[src/rtl/uvme_cvmcu_obi_trk_pkg.sv]
// uvme_cvmcu_obi_trk_pkg: shared types and default parameters for the OBI transaction tracker.
package uvme_cvmcu_obi_trk_pkg;
    localparam int TRK_ADDR_WIDTH = 32;
    localparam int TRK_MAX_OUTST  = 4;
    localparam int TRK_LAT_WIDTH  = 16;
    localparam int TRK_TIMEOUT    = 1024;

    typedef enum logic {IDLE, WAIT_GNT} uvme_cvmcu_obi_trk_state_t;

    // Entry fields are sized by the package widths; the tracker's ADDR_WIDTH/LAT_WIDTH must not exceed them.
    typedef struct packed {
        logic [TRK_ADDR_WIDTH-1:0] addr;
        logic                      we;
        logic [TRK_LAT_WIDTH-1:0]  ts;
    } uvme_cvmcu_obi_trk_entry_t;
endpackage

[src/rtl/uvme_cvmcu_obi_trk_fifo.sv]
// uvme_cvmcu_obi_trk_fifo: register FIFO of granted transactions; a pop frees the slot a same-cycle push uses.
module uvme_cvmcu_obi_trk_fifo
    import uvme_cvmcu_obi_trk_pkg::*;
#(
    parameter int DEPTH = TRK_MAX_OUTST
) (
    input  logic                             clk,
    input  logic                             reset,
    input  logic                             push,
    input  logic                             pop,
    input  uvme_cvmcu_obi_trk_entry_t        wdata,
    output uvme_cvmcu_obi_trk_entry_t        head,
    output logic [$clog2(DEPTH):0]           count
);
    localparam int AW = $clog2(DEPTH);
    localparam int CW = AW + 1;

    uvme_cvmcu_obi_trk_entry_t r_mem [DEPTH];
    logic [AW-1:0] r_wp;
    logic [AW-1:0] r_rp;
    logic [CW-1:0] r_cnt;
    logic          w_pop;
    logic          w_push;

    assign w_pop  = pop & (r_cnt != '0);
    assign w_push = push & ((r_cnt != CW'(DEPTH)) | w_pop);
    assign head   = r_mem[r_rp];
    assign count  = r_cnt;

    always_ff @(posedge clk) begin
        if (w_push) r_mem[r_wp] <= wdata;
    end

    always_ff @(posedge clk or posedge reset) begin
        if (reset) begin
            r_wp  <= '0;
            r_rp  <= '0;
            r_cnt <= '0;
        end else begin
            if (w_push) r_wp <= r_wp + 1'b1;
            if (w_pop) r_rp <= r_rp + 1'b1;
            r_cnt <= r_cnt + CW'(w_push) - CW'(w_pop);
        end
    end
endmodule

[src/rtl/uvme_cvmcu_obi_trk.sv]
// uvme_cvmcu_obi_trk: passive OBI tracker pairing grants with responses and flagging protocol errors.
module uvme_cvmcu_obi_trk
    import uvme_cvmcu_obi_trk_pkg::*;
#(
    parameter int ADDR_WIDTH = TRK_ADDR_WIDTH,
    parameter int MAX_OUTST  = TRK_MAX_OUTST,
    parameter int LAT_WIDTH  = TRK_LAT_WIDTH,
    parameter int TIMEOUT    = TRK_TIMEOUT
) (
    input  logic                           clk,
    input  logic                           reset,
    input  logic                           req,
    input  logic                           gnt,
    input  logic [ADDR_WIDTH-1:0]          addr,
    input  logic                           we,
    input  logic                           rvalid,
    input  logic                           err,
    output logic [$clog2(MAX_OUTST):0]     outst_cnt,
    output logic                           done,
    output logic [ADDR_WIDTH-1:0]          done_addr,
    output logic                           done_we,
    output logic                           done_err,
    output logic [LAT_WIDTH-1:0]           done_lat,
    output logic                           err_req_drop,
    output logic                           err_unstable,
    output logic                           err_spurious,
    output logic                           err_overflow,
    output logic                           err_timeout
);
    localparam int CW = $clog2(MAX_OUTST) + 1;
    localparam logic [LAT_WIDTH-1:0] TO = LAT_WIDTH'(TIMEOUT);

    uvme_cvmcu_obi_trk_state_t r_state;
    logic [ADDR_WIDTH-1:0]     r_addr;
    logic                      r_we;
    logic [LAT_WIDTH-1:0]      r_now;
    logic [LAT_WIDTH-1:0]      r_age;
    logic [CW-1:0]             w_cnt;
    uvme_cvmcu_obi_trk_entry_t w_head;
    uvme_cvmcu_obi_trk_entry_t w_entry;
    logic                      w_empty;
    logic                      w_full;
    logic                      w_pop;
    logic                      w_push;
    logic                      w_age_hit;

    assign w_empty   = w_cnt == '0;
    assign w_full    = w_cnt == CW'(MAX_OUTST);
    assign w_pop     = rvalid & ~w_empty;
    assign w_push    = req & gnt & (~w_full | rvalid);
    assign w_entry   = '{addr: TRK_ADDR_WIDTH'(addr), we: we, ts: TRK_LAT_WIDTH'(r_now)};
    assign w_age_hit = ~w_empty & ~w_pop & (r_age == TO - 1'b1);
    assign outst_cnt = w_cnt;

    uvme_cvmcu_obi_trk_fifo #(.DEPTH(MAX_OUTST)) u_fifo (
        .clk   (clk),
        .reset (reset),
        .push  (w_push),
        .pop   (w_pop),
        .wdata (w_entry),
        .head  (w_head),
        .count (w_cnt)
    );

    // Age restarts whenever the head changes (pop) or the FIFO is empty, and saturates at TIMEOUT.
    always_ff @(posedge clk or posedge reset) begin
        if (reset) begin
            r_now       <= '0;
            r_age       <= '0;
            err_timeout <= 1'b0;
        end else begin
            r_now       <= r_now + 1'b1;
            r_age       <= (w_empty | w_pop) ? '0 : (r_age == TO) ? TO : r_age + 1'b1;
            err_timeout <= w_age_hit;
        end
    end

    always_ff @(posedge clk or posedge reset) begin
        if (reset) begin
            done         <= 1'b0;
            done_addr    <= '0;
            done_we      <= 1'b0;
            done_err     <= 1'b0;
            done_lat     <= '0;
            err_spurious <= 1'b0;
            err_overflow <= 1'b0;
        end else begin
            done         <= w_pop;
            err_spurious <= rvalid & w_empty;
            err_overflow <= req & gnt & w_full & ~rvalid;
            if (w_pop) begin
                done_addr <= ADDR_WIDTH'(w_head.addr);
                done_we   <= w_head.we;
                done_err  <= err;
                done_lat  <= r_now - LAT_WIDTH'(w_head.ts);
            end
        end
    end

    // The latch follows every change so each new value flags err_unstable only once.
    always_ff @(posedge clk or posedge reset) begin
        if (reset) begin
            r_state      <= IDLE;
            r_addr       <= '0;
            r_we         <= 1'b0;
            err_req_drop <= 1'b0;
            err_unstable <= 1'b0;
        end else begin
            err_req_drop <= 1'b0;
            err_unstable <= 1'b0;
            case (r_state)
                IDLE: begin
                    if (req & ~gnt) begin
                        r_addr  <= addr;
                        r_we    <= we;
                        r_state <= WAIT_GNT;
                    end
                end
                WAIT_GNT: begin
                    if (~req) begin
                        err_req_drop <= 1'b1;
                        r_state      <= IDLE;
                    end else begin
                        err_unstable <= (addr != r_addr) | (we != r_we);
                        r_addr       <= addr;
                        r_we         <= we;
                        if (gnt) r_state <= IDLE;
                    end
                end
                default: r_state <= IDLE;
            endcase
        end
    end
endmodule

[config.mk]
export PLATFORM = sky130hd
export DESIGN_NAME = uvme_cvmcu_obi_trk
export DESIGN_NICKNAME = d
export VERILOG_FILES = /design/src/rtl/uvme_cvmcu_obi_trk_pkg.sv /design/src/rtl/uvme_cvmcu_obi_trk_fifo.sv /design/src/rtl/uvme_cvmcu_obi_trk.sv
export SDC_FILE = /design/constraint.sdc
export NUM_CORES = 1
export LEC_CHECK = 0
export BUFFER_PORTS_ARGS = -buffer_cell sky130_fd_sc_hd__buf_2
export CORE_UTILIZATION = 35
export DETAILED_ROUTE_END_ITERATION = 16
export PLACE_DENSITY_LB_ADDON = 0.25
export SLEW_MARGIN = 20
export SYNTH_ARGS = -nofsm -noshare
export SYNTH_HDL_FRONTEND = slang
export SYNTH_SLANG_ARGS = --single-unit
[constraint.sdc]
create_clock -name clk -period 4.5 [get_ports clk]
set_input_delay 0.9 -clock clk [delete_from_list [all_inputs] [get_ports clk]]
set_output_delay 0.9 -clock clk [all_outputs]
set_load 0.03 [all_outputs]
# Word level (Yosys, flattened, before mapping)
# Memory sizes are Yosys's and may differ from the RTL's.
# Cells that the tools add are included.
# classes
add_sub_neg	7
eq_ne	8
n_mux	18
n_bitwise	21
n_reduce_logical	3
# op_table
op	count
2-to-1 mux 32 bit	2
case mux 32 bit (2 select lines)	1
adder 16 x 1 -> 16 bit, second input constant	2
2-to-1 mux 16 bit	2
inequality test 32 bit	1
equality test 16 x 10 -> 1 bit, second input constant	1
equality test 16 x 11 -> 1 bit, second input constant	1
subtractor 16 bit	1
AND 1 bit	11
2-to-1 mux 1 bit	11
NOT 1 bit	6
adder 2 x 1 -> 2 bit, second input constant	2
inequality test 2 bit, second input constant	2
OR 1 bit	4
case mux 1 bit (2 select lines)	2
adder 3 x 1 -> 3 bit	1
equality test 3 bit, second input constant	1
logical NOT 3 bit	1
inequality test 3 bit, second input constant	1
nonzero test 3 bit	1
subtractor 3 x 1 -> 3 bit	1
AND reduction 2 bit	1
inequality test 1 bit	1
# word_totals
reg_bits	129
ram_bits	196
input_bits	39
out_inout_bits	59
word_cells	76
mem_count	1
# memory_table
name	words	width	rd	rd_ports_with_merged_regs	write_ports	line_no	text
u_fifo.r_mem	4	49	1	0	1	uvme_cvmcu_obi_trk_fifo.sv:18	uvme_cvmcu_obi_trk_entry_t r_mem [DEPTH];

# Depth between registers and ports, before layout
# depth
depth_word	8
mapped_depth	12

# By module
# From an unflattened synthesis, not the netlist that was laid out.
# hier_totals
cells_unflattened	870
hier_area_um2	13335.3
# by_module_without_submodules
mod	instances	cells_each	area_per_inst_um2
uvme_cvmcu_obi_trk_fifo	1	292	7469.7
uvme_cvmcu_obi_trk	1	578	5865.6

# Worst setup path before layout
# Ideal clock, no wire load.
# synth_timing
path_type	input to register
start	input port rvalid
end	memory u_fifo.r_mem[0][0] (netlist name) (enable)
setup_ns	0.412
arrival_time_ns	2.495
setup_slack_ns	1.593
cell_stages	3
n_path_buf	0
cell_sequence	nor4b_1 nor2_1 and2_1
# synth_via
elab_chain_cells	6
word_cells_on_any_way	8
cone_classes	mux: 2; bitwise: 6
# synth_rtl
element	line_no	text
from (decl)	uvme_cvmcu_obi_trk.sv:16	input logic rvalid,
AND 1 bit	uvme_cvmcu_obi_trk.sv:49	assign w_pop = rvalid & ~w_empty;
AND 1 bit	uvme_cvmcu_obi_trk_fifo.sv:25	assign w_pop = pop & (r_cnt != '0);
OR 1 bit	uvme_cvmcu_obi_trk_fifo.sv:26	assign w_push = push & ((r_cnt != CW'(DEPTH)) | w_pop);
AND 1 bit (*)	uvme_cvmcu_obi_trk_fifo.sv:26	
via u_fifo.w_push	uvme_cvmcu_obi_trk_fifo.sv:23	logic w_push;
2-to-1 mux 1 bit (*)	uvme_cvmcu_obi_trk_fifo.sv:31	if (w_push) r_mem[r_wp] <= wdata;
2-to-1 mux 1 bit (not written as such) (*)	uvme_cvmcu_obi_trk_fifo.sv:31	
to (decl)	uvme_cvmcu_obi_trk_fifo.sv:18	
# Mark *: on every way through the listed nets, which the timed path passes. The rest lies on a longest branch.

# Final worst setup path
# layout_timing
start	register u_fifo.r_rp[0]
end	register done_lat[14]
# layout_via
elab_chain_cells	2
# layout_rtl
element	line_no	text
from (decl)	uvme_cvmcu_obi_trk_fifo.sv:20	logic [AW-1:0] r_rp;
from (signal assigned)	uvme_cvmcu_obi_trk_fifo.sv:41	if (w_pop) r_rp <= r_rp + 1'b1;
memory read (4 x 49 bit)	n/a	
subtractor 16 bit	uvme_cvmcu_obi_trk.sv:95	done_lat <= r_now - LAT_WIDTH'(w_head.ts);
to (signal assigned)	uvme_cvmcu_obi_trk.sv:95	
to (decl)	uvme_cvmcu_obi_trk.sv:23	output logic [LAT_WIDTH-1:0] done_lat,
# Every way passes these cells.
# A chain may end at the register's enable or synchronous reset.

==> flow_summary_export.csv <==
group,metric,value,unit
run_status,status,"finished clean",
final_layout,layout_common_cells,"196 x edfxtp_1, 140 x nand2_1, 127 x dfrtp_1, 97 x buf_2, 49 x mux4_2",
final_layout,area_growth_syn_to_layout,17.10,%
clocking,cts_buffers,38,
sta,rsz0062_at_grt,"no",
synthesis,synth_top_area_share,0.4380,
pwr,powerDensity,613.6,mW/mm^2
die,rows,71,
synthesis,synth_area_leaders,"edfxtp_1 44%, dfrtp_1 24%, mux4_2 8.2%, nand2_1 3.9%, mux2_2 2.8%",
final_layout,drive_gt1_frac,0.2568,
critical_path,path_cells,"mux4_2 -> inv_1 -> ha_1 -> a21oi_1 -> o21ai_2 -> a311oi_1 -> a211oi_1 -> nand3b_1",
critical_path,reg2reg_depth,8,
final_layout,multi_input_area,0.004058,sq mm
clocking,postCtsSetupBuffers,0,
drt,routed_wl,27.96,mm
critical_path,worst_r2r_endpoint,"done_lat[14]",
drt,vias,7363,
critical_path,critPathMaxStageDelay,0.71,ns
critical_path,cp_num_cells,8,
grt,grt_usage,0.1482,
drt,drcViolationCount,0,
min_path,min_from,"done_addr[20]",
pwr,leakage,6.198,nW
job,maxCapViolCount,0,
min_path,hp-class,"reg -> reg",
sta,hold_ws,0.4675,ns
synthesis,synthesis.instances,887,
critical_path,critPathBufInv,1,
sta,fin_crit_sh,0.6434,
clocking,htree_levels,2,
clocking,cts_tree,"done",
grt,antenna_found_initial,2,
die,core_area,0.03776,sq mm
clocking,numClockSinks,325,
critical_path,rrSetupSlack,1.60,ns
min_path,hold_path_end,"done_addr[20]",
synthesis,synth_area_per_cell,15.15,sq um
synthesis,ys_types,54,
synthesis,yosys_most_used_dff,"edfxtp_1",
clocking,cts_resized,0,
critical_path,crit_family,"compound AO/OA/AOI/OAI gates",
place,place_hpwl,17.85,mm
critical_path,regToRegStartpoint,"u_fifo.r_rp[0]",
final_layout,fillers,3475,
synthesis,synth_area_leader_cell,"edfxtp_1",
sta,hold_violations,0,
sta,timing.fmax,345.4,MHz
final_layout,layout_commonest_cell,"edfxtp_1",
sta,setup-tns-final,0,ns
grt,grt_max_degree,80,
drt,drt_pass1_iterations,5,
final_layout,seqCellArea,0.009119,sq mm
die,ios,98,
drt,via_per_inst,4.756,
die,die_area,0.03918,sq mm
critical_path,path_max_fanout,22,
clocking,clk_latency,0.53,ns
final_layout,fin_nets,1072,
synthesis,synth_fp_nets,953,
synthesis,synth_edf_count,196,
die,dieWidth,197.9,microns
sta,slew-limit-headroom,0.4528,
sta,slew_viol_final,0,
clocking,cts_hold_buf,0,
sta,setup_viol,0,
sta,tightest_slew,0.8208,ns
critical_path,path_class,"reg -> reg",
critical_path,worstSetupStartpointType,"flop",
drt,wl_per_cell,18.06,microns
place,place.gp.congestion,0.8119,
synthesis,async_reset_ff_frac,0.3969,
place,port_buffers,97,
clocking,clk_path_buf_depth,3,
synthesis,yosys_warnings,0,
drt,detail-route-antenna-nets,0,
min_path,hold_depth,2,
clocking,path_clk_slew,0.06,ns
grt,grt_pass1_vias,7732,
critical_path,worstPathRequired,4.90,ns
clocking,clockRootBuffer,"clkbuf_16",
critical_path,crit_path_end_kind,"flop",
sta,finalCriticalPeriod,2.896,ns
grt,gr-total-overflow,0,
pwr,peakVddDrop,257.8,uV
die,die_y,197.9,microns
die,initial_core_util,0.3559,
grt,grt_first_pass_wirelength,44.37,mm
critical_path,critPathSlowestCell,"dfrtp_4",
critical_path,critPathArrivalTime,3.30,ns
synthesis,netlist_area,0.01344,sq mm
synthesis,ys_ff_latch,325,
synthesis,seq_area_frac_synth,0.6783,
sta,skew,0.02419,ns
drt,drt_iter0_drc,437,
==> metal layers <==
layer	vias up	global-route usage	wire length, microns
met2	147	0.2432	13470
met3	46	0.03151	1204
met5	-	0	27
met4	4	0.04077	508
met1	3675	0.1987	12750
li1	3491	-	-
==> logic make-up after synthesis <==
group	after synthesis	share of synthesized area
adders and majority gates	27	0.02626
AOI/OAI and AO/OA	64	0.03380
muxes	83	0.1105
and+or+nand+nor	252	0.08278
DFF	325	0.6783
xor gates and xnor gates	72	0.04693
buffers and inverters	64	0.02142
==> report_power, final <==
| group | switching, mW | internal, mW | leakage, nW |
|---|---|---|---|
| sequential | 0.318 | 3.67 | 3.40 |
| combinational | 1.68 | 1.07 | 2.23 |
| clock | 1.20 | 1.72 | 0.569 |
| total | 3.19 | 6.46 | 6.20 |
==> stage by stage <==
step / worst slack [ns] / instance area [sq um] / power, mW / utilization / instances
after CTS: 1.585 / 15730 / 9.824 / 0.4166 / 1547
final: 1.604 / 15730 / 9.654 / 0.4167 / 1548
after detailed placement: 1.474 / 14540 / 6.853 / 0.3851 / 1477
after global routing: 1.376 / 15730 / 10.20 / 0.4167 / 1547
after floorplan: 0.1590 / 13440 / 6.059 / - / 887
after global placement: 1.513 / 14540 / 6.828 / 0.3851 / 1477
==> cell type report <==
class | count | share of cell area
clock buffers | 53 | 0.06529
multi-input cells | 498 | 0.2579
clock inverters | 17 | 0.01018
diodes | 1 | 0.0001590
inverters | 32 | 0.007952
flip-flops and latches | 325 | 0.5796
repair buffers | 111 | 0.03833
well taps | 511 | 0.04064
==> state kept, by name, summed over array words and instances (netlist names), 2 cells and up <==
register	count
done_addr	32
done_lat	16
r_addr	32
r_age	16
r_now	16
u_fifo.count	3
u_fifo.r_mem	196
u_fifo.r_rp	2
u_fifo.r_wp	2
==> cell usage after synthesis (20+ instances only) <==
cell type and count:
edfxtp_1 196, nor2_1 39, inv_1 31, buf_2 20, xnor2_1 33, dfrtp_1 129
nand3_1 20, nand2_1 140, xor2_1 39, mux4_2 49, mux2_2 33, ha_1 25
==> tightest hold or removal path, cell delays in order (launching register included) <==
cell	delay (ns)
dfrtp_1	0.34
nand2_1	0.05
nand2_1	0.05
==> worst max-delay path by stage <==
stage,startpoint,endpoint,slack [ns]
floorplan,reset,done,0.16
global placement,req,u_fifo.r_mem[2][30],1.51
detailed placement,rvalid,u_fifo.r_mem[2][45],1.47
CTS,u_fifo.r_rp[0],done_lat[14],1.58
global route,u_fifo.r_rp[0],done_lat[14],1.38
finish,u_fifo.r_rp[0],done_lat[14],1.60
(Power assumes the default switching activity.)
